### src/rtl/if_fetch_pkg.sv
// Shared constants, FSM encoding and fetch-queue entry layout for the
// instruction-fetch stage.
package if_fetch_pkg;

  localparam int ADDR_WIDTH = 32;
  localparam int DATA_WIDTH = 32;

  localparam logic [DATA_WIDTH-1:0] NOP     = 32'h0000_0013;
  localparam logic [ADDR_WIDTH-1:0] ZERO    = '0;
  localparam logic [ADDR_WIDTH-1:0] PC_STEP = 32'd4;

  typedef enum logic [1:0] {
    S_BOOT  = 2'd0,
    S_RUN   = 2'd1,
    S_FLUSH = 2'd2
  } if_state_e;

  typedef struct packed {
    logic [ADDR_WIDTH-1:0] addr;
    logic [DATA_WIDTH-1:0] inst;
  } fq_entry_t;

  localparam int FQ_ENTRY_W = $bits(fq_entry_t);

  function automatic logic [ADDR_WIDTH-1:0] align_pc(input logic [ADDR_WIDTH-1:0] pc);
    return {pc[ADDR_WIDTH-1:2], 2'b00};
  endfunction

endpackage

### src/rtl/if_fetch_fifo.sv
// Small synchronous FIFO with clear; used for both the in-flight address
// FIFO and the fetch queue. DEPTH must be a power of two.
module fetch_fifo #(
  parameter int WIDTH = 32,
  parameter int DEPTH = 2
) (
  input  logic                       clk_i,
  input  logic                       rst_i,
  input  logic                       push_i,
  input  logic [WIDTH-1:0]           wdata_i,
  input  logic                       pop_i,
  input  logic                       clear_i,
  output logic [WIDTH-1:0]           rdata_o,
  output logic                       full_o,
  output logic                       empty_o,
  output logic [$clog2(DEPTH+1)-1:0] count_o
);

  localparam int PW = (DEPTH > 1) ? $clog2(DEPTH) : 1;
  localparam int CW = $clog2(DEPTH + 1);

  logic [WIDTH-1:0] mem_q [DEPTH];
  logic [PW-1:0]    wr_ptr_q, wr_ptr_d;
  logic [PW-1:0]    rd_ptr_q, rd_ptr_d;
  logic [CW-1:0]    count_q, count_d;
  logic             do_push, do_pop;

  assign full_o  = (count_q == CW'(DEPTH));
  assign empty_o = (count_q == '0);
  assign count_o = count_q;
  assign rdata_o = mem_q[rd_ptr_q];

  // A push into a full FIFO is legal when the head leaves in the same cycle.
  assign do_pop  = pop_i && !empty_o;
  assign do_push = push_i && (!full_o || do_pop);

  always_comb begin
    // NOTE: every comb-assigned signal gets a default first, so no path can infer a latch.
    wr_ptr_d = wr_ptr_q;
    rd_ptr_d = rd_ptr_q;
    count_d  = count_q;
    if (clear_i) begin
      wr_ptr_d = '0;
      rd_ptr_d = '0;
      count_d  = '0;
    end else begin
      if (do_push) wr_ptr_d = wr_ptr_q + PW'(1);
      if (do_pop)  rd_ptr_d = rd_ptr_q + PW'(1);
      count_d = count_q + CW'(do_push) - CW'(do_pop);
    end
  end

  // NOTE: sequential state uses non-blocking assignments so every flop samples pre-edge values.
  always_ff @(posedge clk_i or negedge rst_i) begin
    if (!rst_i) begin
      wr_ptr_q <= '0;
      rd_ptr_q <= '0;
      count_q  <= '0;
    end else begin
      wr_ptr_q <= wr_ptr_d;
      rd_ptr_q <= rd_ptr_d;
      count_q  <= count_d;
    end
  end

  // NOTE: the storage array is deliberately not reset; pointers and count alone define validity.
  always_ff @(posedge clk_i) begin
    if (do_push && !clear_i) mem_q[wr_ptr_q] <= wdata_i;
  end

endmodule

### src/rtl/if_fetch.sv
// Instruction-fetch stage: owns the PC, issues in-order imem requests and
// buffers returned words for decode; redirects flush and discard stale data.
module if_fetch
  import if_fetch_pkg::*;
#(
  parameter logic [ADDR_WIDTH-1:0] RESET_PC = 32'h8000_0000,
  parameter int                    FQ_DEPTH = 2
) (
  input  logic                  clk_i,
  input  logic                  rst_i,
  input  logic                  stall_i,
  input  logic                  redirect_i,
  input  logic [ADDR_WIDTH-1:0] redirect_pc_i,
  output logic                  imem_req_o,
  output logic [ADDR_WIDTH-1:0] imem_addr_o,
  input  logic                  imem_gnt_i,
  input  logic                  imem_rvalid_i,
  input  logic [DATA_WIDTH-1:0] imem_rdata_i,
  output logic                  inst_valid_o,
  output logic [ADDR_WIDTH-1:0] inst_addr_o,
  output logic [DATA_WIDTH-1:0] inst_o
);

  localparam int CW = $clog2(FQ_DEPTH + 1);

  if_state_e             state_q, state_d;
  logic [ADDR_WIDTH-1:0] pc_q, pc_d;
  logic [CW-1:0]         outstanding_q, outstanding_d;
  logic [CW-1:0]         stale_q, stale_d;

  logic                  grant;
  logic                  rv_keep;
  logic                  credit_ok;

  logic [ADDR_WIDTH-1:0] af_rdata;
  logic                  af_full, af_empty;
  logic [CW-1:0]         af_count;

  fq_entry_t             fq_wdata, fq_head;
  logic [FQ_ENTRY_W-1:0] fq_rdata;
  logic                  fq_full, fq_empty, fq_pop;
  logic [CW-1:0]         fq_count;

  logic                  unused_fifo_flags;

  // ---------------------------------------------------------------------------
  // FSM: state register / next state / outputs
  // ---------------------------------------------------------------------------
  always_ff @(posedge clk_i or negedge rst_i) begin
    if (!rst_i) state_q <= S_BOOT;
    else        state_q <= state_d;
  end

  always_comb begin
    state_d = state_q;
    unique case (state_q)
      S_BOOT:  state_d = S_RUN;
      S_RUN:   if (redirect_i && (stale_d != '0)) state_d = S_FLUSH;
      S_FLUSH: if (stale_d == '0) state_d = S_RUN;
      default: state_d = S_BOOT;
    endcase
  end

  // Queue slots plus in-flight requests never exceed FQ_DEPTH, so every
  // response that comes back is guaranteed a fetch-queue slot.
  assign credit_ok = (int'(outstanding_q) + int'(fq_count)) < FQ_DEPTH;

  always_comb begin
    imem_req_o = 1'b0;
    if (state_q == S_RUN) imem_req_o = credit_ok && !redirect_i;
  end

  assign imem_addr_o = pc_q;
  assign grant       = imem_req_o && imem_gnt_i;
  assign rv_keep     = imem_rvalid_i && (state_q == S_RUN) && !redirect_i;

  // ---------------------------------------------------------------------------
  // PC, outstanding and stale counters
  // ---------------------------------------------------------------------------
  always_comb begin
    pc_d          = pc_q;
    outstanding_d = outstanding_q + CW'(grant) - CW'(imem_rvalid_i);
    stale_d       = stale_q;

    if (redirect_i)  pc_d = align_pc(redirect_pc_i);
    else if (grant)  pc_d = pc_q + PC_STEP;

    if (state_q == S_FLUSH) begin
      // Further redirects here only move the PC; the countdown continues.
      if (imem_rvalid_i && (stale_q != '0)) stale_d = stale_q - CW'(1);
    end else if (redirect_i) begin
      stale_d = outstanding_q + CW'(grant) - CW'(imem_rvalid_i);
    end
  end

  always_ff @(posedge clk_i or negedge rst_i) begin
    if (!rst_i) begin
      pc_q          <= RESET_PC;
      outstanding_q <= '0;
      stale_q       <= '0;
    end else begin
      pc_q          <= pc_d;
      outstanding_q <= outstanding_d;
      stale_q       <= stale_d;
    end
  end

  // ---------------------------------------------------------------------------
  // Address FIFO (PC of each granted request) and fetch queue
  // ---------------------------------------------------------------------------
  fetch_fifo #(
    .WIDTH (ADDR_WIDTH),
    .DEPTH (FQ_DEPTH)
  ) u_addr_fifo (
    .clk_i   (clk_i),
    .rst_i   (rst_i),
    .push_i  (grant),
    .wdata_i (pc_q),
    .pop_i   (rv_keep),
    .clear_i (redirect_i),
    .rdata_o (af_rdata),
    .full_o  (af_full),
    .empty_o (af_empty),
    .count_o (af_count)
  );

  assign fq_wdata.addr = af_rdata;
  assign fq_wdata.inst = imem_rdata_i;
  assign fq_pop        = inst_valid_o && !stall_i;

  fetch_fifo #(
    .WIDTH (FQ_ENTRY_W),
    .DEPTH (FQ_DEPTH)
  ) u_fetch_queue (
    .clk_i   (clk_i),
    .rst_i   (rst_i),
    .push_i  (rv_keep),
    .wdata_i (fq_wdata),
    .pop_i   (fq_pop),
    .clear_i (redirect_i),
    .rdata_o (fq_rdata),
    .full_o  (fq_full),
    .empty_o (fq_empty),
    .count_o (fq_count)
  );

  assign fq_head      = fq_entry_t'(fq_rdata);
  assign inst_valid_o = !fq_empty;
  assign inst_addr_o  = inst_valid_o ? fq_head.addr : ZERO;
  assign inst_o       = inst_valid_o ? fq_head.inst : NOP;

  assign unused_fifo_flags = ^{af_full, af_empty, af_count, fq_full};

endmodule
### config.mk
export PLATFORM = sky130hd
export DESIGN_NAME = if_fetch
export DESIGN_NICKNAME = d
export VERILOG_FILES = /design/src/rtl/if_fetch_pkg.sv /design/src/rtl/if_fetch_fifo.sv /design/src/rtl/if_fetch.sv
export SDC_FILE = /design/constraint.sdc
export NUM_CORES = 1
export LEC_CHECK = 0
export ABC_AREA = 1
export CAP_MARGIN = 20
export CORE_MARGIN = 3
export CORE_UTILIZATION = 44
export CTS_CLUSTER_DIAMETER = 120
export DETAILED_ROUTE_END_ITERATION = 6
export GPL_TIMING_DRIVEN = 0
export PLACE_DENSITY = 0.68
export SYNTH_ARGS = -nofsm -noshare
export SYNTH_HDL_FRONTEND = slang
export SYNTH_SLANG_ARGS = --single-unit
### constraint.sdc
create_clock -name clk_i -period 7.4 [get_ports clk_i]
set_input_delay 1.11 -clock clk_i [delete_from_list [all_inputs] [get_ports clk_i]]
set_output_delay 1.11 -clock clk_i [all_outputs]
set_load 0.005 [all_outputs]
==> out/qor_table.md, run 1 <==
| Item | Reported |
|:---|:---|
| Max Clock Freq | 256 MHz |
| Synth top area share | 56.6% |
| Commonest cells after routing, fill and taps aside | nand2_1, edfxtp_1, clkdlybuf4s50_1, nor2_1, a21oi_1 |
| Count of clock tree sinks | 228 |
| DRT iter0 DRCs | 491 |
| First drt pass iteration count | 5 |
| Final Hold Viols | 0 |
| Die ar. | 24000 um^2 |
| Rel. slew slack | 39.6% |
| Clock root buffer | clkbuf_16 |
| Instance area at placement | 11900 um^2 |
| Number of design rule violations left after detail routing | 0 |
| TritonCTS clock tree | built |
| Clock latency on the worst-skew pair | 510 ps |
| Share of the yosys chip area belonging to registers | 67.9% |
| Area delta synth->final | 29.8% |
| Instance count of the mapped netlist | 883 |
| Initial antenna violation count | 0 |
| Most area-hungry cell type in the Yosys netlist | edfxtp_1 |
| Sort of element at the end of the critical path | output pin |
| IO Pins | 168 |
| Detailed-route via count | 6828 |
| Routed wire length | 22.1 mm |
| Top fanout value on the critical path | 10 |
| Number of buffers inserted to repair setup after CTS | 0 |
| Count of pins over their slew limit | 0 |
| Clk_skew | 9.01 ps |
| Cell breakdown of the critical path | nor2_1 -> clkbuf_1 -> inv_1 -> nand3_1 -> clkdlybuf4s50_1 |
| Launching element type of the critical path | flip-flop |
| Number of buffers created by CTS | 24 |
| Number of global-route vias before repair | 6538 |
| Worst hold path type | primary input to async pin |
| Sum Neg Setup Slack | 0 ps |
| X dimension of the die | 155 um |
| Congestion Overflow GR | 0 |
| Wirelength per Cell | 16.1 um |
| Family of cells with the greatest summed delay on the critical path | buffers and inverters |
| Cell area after layout | 12700 um^2 |
| Critical path start-end classification | flip-flop to output pin |
| Post-route minimum period | 3910 ps |
| Average via count per standard cell | 4.98 |
| Most area-consuming cells after synthesis | edfxtp_1, nand2_1, dfrtp_1 |
| Initial core utilization | 45.6% |
| Count of standard-cell rows | 53 |
| Power density cells | 315 nW/um^2 |
| Cell type of the slowest stage on the worst timing path | nor2_1 |
| Flip-flop and latch count after synthesis | 228 |
| RSZ-0062 raised after global routing | no |
| Core area | 21400 um^2 |
| Measured slew at the worst slew-check pin | 904 ps |
| Crit path buffers/inverters | 3 |
| Layout net count | 1157 |
| Post-Syn Area | 9770 um^2 |
| Number of warnings printed during yosys synthesis | 0 |
| Global-route wire length before repair | 34.8 mm |
| Antenna violation net count after detailed routing | 0 |
| Most frequent standard cell in the layout excluding fill and tap cells | nand2_1 |
| Clk slew on worst S/H paths | 60 ps |
| Share of final-layout standard cells stronger than drive strength 1 | 8.39% |
| Number of synthesized flops with an enable pin | 184 |
| Maximum number of pins on one net before global-route repair | 37 |
| Die Y-Extent | 155 um |
| HPWL Detailed | 15.8 mm |
| Distinct cell type count of the synthesized netlist | 34 |
| Placer's final routability congestion estimate | 0.906 |
| Max stage delay on crit path | 590 ps |
| Hold buffer count at cts | 0 |
| Syn avg cell area | 11.1 um^2 |
| CTS resizes | 0 |
| Share of synthesized flip-flops with an asynchronous set or reset | 19.3% |
| Leak | 4.71 nW |
| Share of the clock period used by the worst path | 52.9% |
| Ant diodes | 0 |
| Max-cap violation count | 0 |
| H-tree level count | 1 |
| Worst Path Required | 6290 ps |
| Status | finished, final reports clean |
| Arrival time of data at the critical path endpoint | 2800 ps |
| Top FF cell, synth | edfxtp_1 |
| Port bufs | 160 |
| Maximum number of buffers from clock root to sink | 3 |
| Final setup vio count | 0 |
| Worst voltage drop across the vdd grid | 0.204 mV |
| Total global-route track usage | 18.0% |
[per-stage QoR]
step | hold WS [ps] | setup slack, ps | total power [mW] | std cells | util (%)
floorplan | 471 | 2720 | 2.23 | 886 | -
global placement | 484 | 617 | 2.80 | 1321 | 54.7
detailed placement | 501 | 3750 | 2.84 | 1327 | 55.5
CTS | 468 | 3340 | 4.04 | 1371 | 59.2
global route | 466 | 3200 | 4.23 | 1371 | 59.2
finish | 472 | 3490 | 3.99 | 1371 | 59.2
[worst paths after layout]
| kind | start | cells past startpoint | to | slack [ps] |
|---|---|---|---|---|
| worst min-delay path | rst_i | 1 | imem_addr_o[28] | 470 |
| max in group asynchronous | rst_i | 2 | imem_addr_o[31] | 6370 |
| worst min register to register | u_addr_fifo.wr_ptr_q | 2 | u_addr_fifo.wr_ptr_q | 510 |
| min in group clk_i | u_addr_fifo.wr_ptr_q | 2 | u_addr_fifo.wr_ptr_q | 510 |
| worst max-delay path | u_fetch_queue.count_o[1] | 5 | inst_o[4] | 3490 |
| worst max register to register | u_fetch_queue.count_o[0] | 17 | state_q[0] | 4230 |
[power breakdown]
group          internal, mW  switching (mW)
registers              1.58           0.129
logic                 0.521           0.565
clock network         0.722           0.469
[registers in the layout (all words and copies together) (netlist names)]
register                cells
u_addr_fifo.wr_ptr_q        1
outstanding_q               2
u_fetch_queue.rd_ptr_q      1
imem_addr_o                30
u_addr_fifo.mem_q          60
u_addr_fifo.count_o         2
state_q                     2
u_fetch_queue.count_o       2
u_fetch_queue.mem_q       124
u_fetch_queue.wr_ptr_q      1
u_addr_fifo.rd_ptr_q        1
stale_q                     2
[synth_stat cells, types with 2 or more instances]
master and count:
and2_1 2, a21oi_1 61, buf_6 2, nand3_1 42
xor2_1 9, buf_4 5, edfxtp_1 184, buf_1 3
o211ai_1 8, nand2_1 315, nor3_1 4, buf_2 2
mux2_2 30, inv_2 2, clkbuf_1 25, xnor2_1 6
inv_1 36, ha_1 8, o21ai_0 6, nor2_1 67
nand3b_1 11, dfrtp_1 43
[kinds of logic (layout without fill, tap and decap cells)]
family,after synthesis,after routing,synth area share (%)
buf+inv,76,286,3.31
compound gates,76,76,4.13
fa+ha+maj,9,9,1.23
flops,228,228,67.9
mux,31,31,3.56
xor+xnor,15,15,1.35
other cells,1,4,0.0384
simple gates,447,447,18.5
[layout make-up]
cell class              instances  area, um^2
well taps                     275         344
plain buffers                  37         175
repair buffers                166        1740
flip-flops and latches        228        6630
multi-input cells             582        2850
fillers                      1770        8740
clock buffers                  29         641
clock inverters                15         154
inverters                      39         148
[layer usage]
metal,share of wire [%],up-vias,wire (um),track usage [%]
met4,1.9,0,422,4.16
met3,5.7,30,1250,2.92
li1,-,3373,-,-
met2,47,203,10400,29.3
met5,0,-,0,0
met1,45,3222,9960,25.7
(Power assumes the default switching activity.)
==> inputs of run 2 (changes only) <==
- clock period: 7.4 -> 3.7 ns (I/O delays scaled with it)
==> out/qor_table.md, run 2 (synthesis results as in run 1) <==
| Item | Reported |
|:---|:---|
| Layout net count | 1158 |
| Share of the core filled with cells in the final layout | 59.2% |
| Count of standard-cell rows | 53 |
| First element of the critical path | u_fetch_queue.count_o[1] |
| Cell type of the slowest stage on the worst timing path | nor2_1 |
| Worst hold path type | primary input to flip-flop |
| Average via count per standard cell | 4.95 |
| Detailed-route via count | 6798 |
| Ant diodes | 0 |
| Measured slew at the worst slew-check pin | 904 ps |
| X dimension of the die | 155 um |
| Cell breakdown of the critical path | nor2_1 -> clkbuf_1 -> inv_1 -> nand3_1 -> clkdlybuf4s50_1 |
| Worst Path Required | 3140 ps |
| Final setup slack of the worst path | 334 ps |
| RSZ-0062 raised after global routing | no |
| First drt pass iteration count | 5 |
| Final Hold Viols | 0 |
| Rel. slew slack | 39.6% |
| Die ar. | 24000 um^2 |
| Crit path buffers/inverters | 3 |
| Sum Neg Setup Slack | 0 ps |
| Instance area at placement | 11900 um^2 |
| Top reg by flops | u_fetch_queue.mem_q |
| Count of fill cells added during filler insertion | 1769 |
| Worst voltage drop across the vdd grid | 0.406 mV |
| Count of clock tree sinks | 228 |
| Total chip power | 7.98 mW |
| Hold Startpoint | redirect_i |
| Initial antenna violation count | 0 |
| CTS resizes | 0 |
| Maximum number of buffers from clock root to sink | 3 |
| Max-cap violation count | 0 |
| Wirelength per Cell | 16.1 um |
| Source of the worst register-to-register timing path | u_fetch_queue.count_o[0] |
| Launching element type of the critical path | flip-flop |
| Worst setup slack before clock tree synthesis | 510 ps |
| Total global-route track usage | 18.0% |
| Area delta synth->final | 29.9% |
| Share of the clock period used by the worst path | 91.0% |
| Core area | 21400 um^2 |
| Power density cells | 629 nW/um^2 |
| Antenna violation net count after detailed routing | 0 |
| Arrival time of data at the critical path endpoint | 2810 ps |
| Final setup vio count | 0 |
| Number of buffers inserted to repair setup after CTS | 0 |
| Clk_skew | 9.27 ps |
| Clk slew on worst S/H paths | 60 ps |
| Hold buffer count at cts | 1 |
| Leak | 4.71 nW |
| Port bufs | 160 |
| Top fanout value on the critical path | 10 |
| HPWL Detailed | 15.8 mm |
| Commonest cells after routing, fill and taps aside | nand2_1, edfxtp_1, clkdlybuf4s50_1, nor2_1, a21oi_1 |
| Sort of element at the end of the critical path | output pin |
| IO Pins | 168 |
| Routed wire length | 22.0 mm |
| Global-route wire length before repair | 34.8 mm |
| Number of flip-flops under the largest register name | 124 |
| Count of pins over their slew limit | 0 |
| Family of cells with the greatest summed delay on the critical path | buffers and inverters |
| Share of final-layout standard cells stronger than drive strength 1 | 8.39% |
| Clock root buffer | clkbuf_16 |
| DRT iter0 DRCs | 433 |
| Max Clock Freq | 297 MHz |
| Clock latency on the worst-skew pair | 510 ps |
| Cell area after layout | 12700 um^2 |
| Number of design rule violations left after detail routing | 0 |
| Status | finished, final reports clean |
| Post-route minimum period | 3370 ps |
| Congestion Overflow GR | 0 |
| Critical path start-end classification | flip-flop to output pin |
| Initial core utilization | 45.6% |
| Number of global-route vias before repair | 6538 |
| Max stage delay on crit path | 610 ps |
| Die Y-Extent | 155 um |
| Most frequent standard cell in the layout excluding fill and tap cells | nand2_1 |
| TritonCTS clock tree | built |
| Maximum number of pins on one net before global-route repair | 37 |
| Number of buffers created by CTS | 24 |
| H-tree level count | 1 |
| Placer's final routability congestion estimate | 0.906 |
## run 2: cell count changes in the layout (fill, tap and decap cells not counted), sizes merged
cell	previous run	this run
dlygate4sd3	0	1
## run 2: final timing paths
path	slack, ps	end	depth (start not counted)
hold reg to reg	510	u_addr_fifo.wr_ptr_q	2
setup reg to reg	530	state_q[0]	17
min in group asynchronous	460	imem_addr_o[28]	2
hold / removal	420	stale_q[1]	4
max in group asynchronous	2680	imem_addr_o[31]	3
setup / recovery	330	inst_o[4]	5
## run 2: worst register-to-register path, stage by stage (launching register included)
cell	delay (ps)
dfrtp_1	400
nand2_1	60
inv_1	50
fa_1	470
nor2_1	150
nand2_2	70
nor3b_4	450
inv_2	170
ha_1	320
inv_1	40
ha_1	280
nand2_1	70
nand3_1	70
nand2_1	80
inv_1	50
o21ai_0	220
nand2_1	80
nand2_1	80
## run 2: where the power goes
group	internal (mW)	switching, mW	leakage [nW]
sequential	3.16	0.257	2.21
clock	1.44	0.941	0.387
combinational	1.04	1.13	2.12
## run 2: layout make-up
type	count	area (um^2)	area share, %
clock buffers	29	641	5.05
multi-input cells	582	2850	22.5
clock inverters	15	154	1.21
repair buffers	167	1750	13.8
plain buffers	37	175	1.38
flip-flops and latches	228	6630	52.2
inverters	39	148	1.16
well taps	275	344	2.71
## run 2: per-stage QoR
stage               std cells  hold WS [ps]
finish                   1372           417
global route             1372           408
CTS                      1372           398
detailed placement       1327           448
global placement         1321           484
floorplan                 886           259
## run 2: layer usage
metal	vias to the layer above	global-route usage, %	part of all wire [%]
met5	-	0	0
met4	0	4.16	2.0
met3	33	2.92	5.6
met2	191	29.3	47
met1	3200	25.7	45
li1	3374	-	-
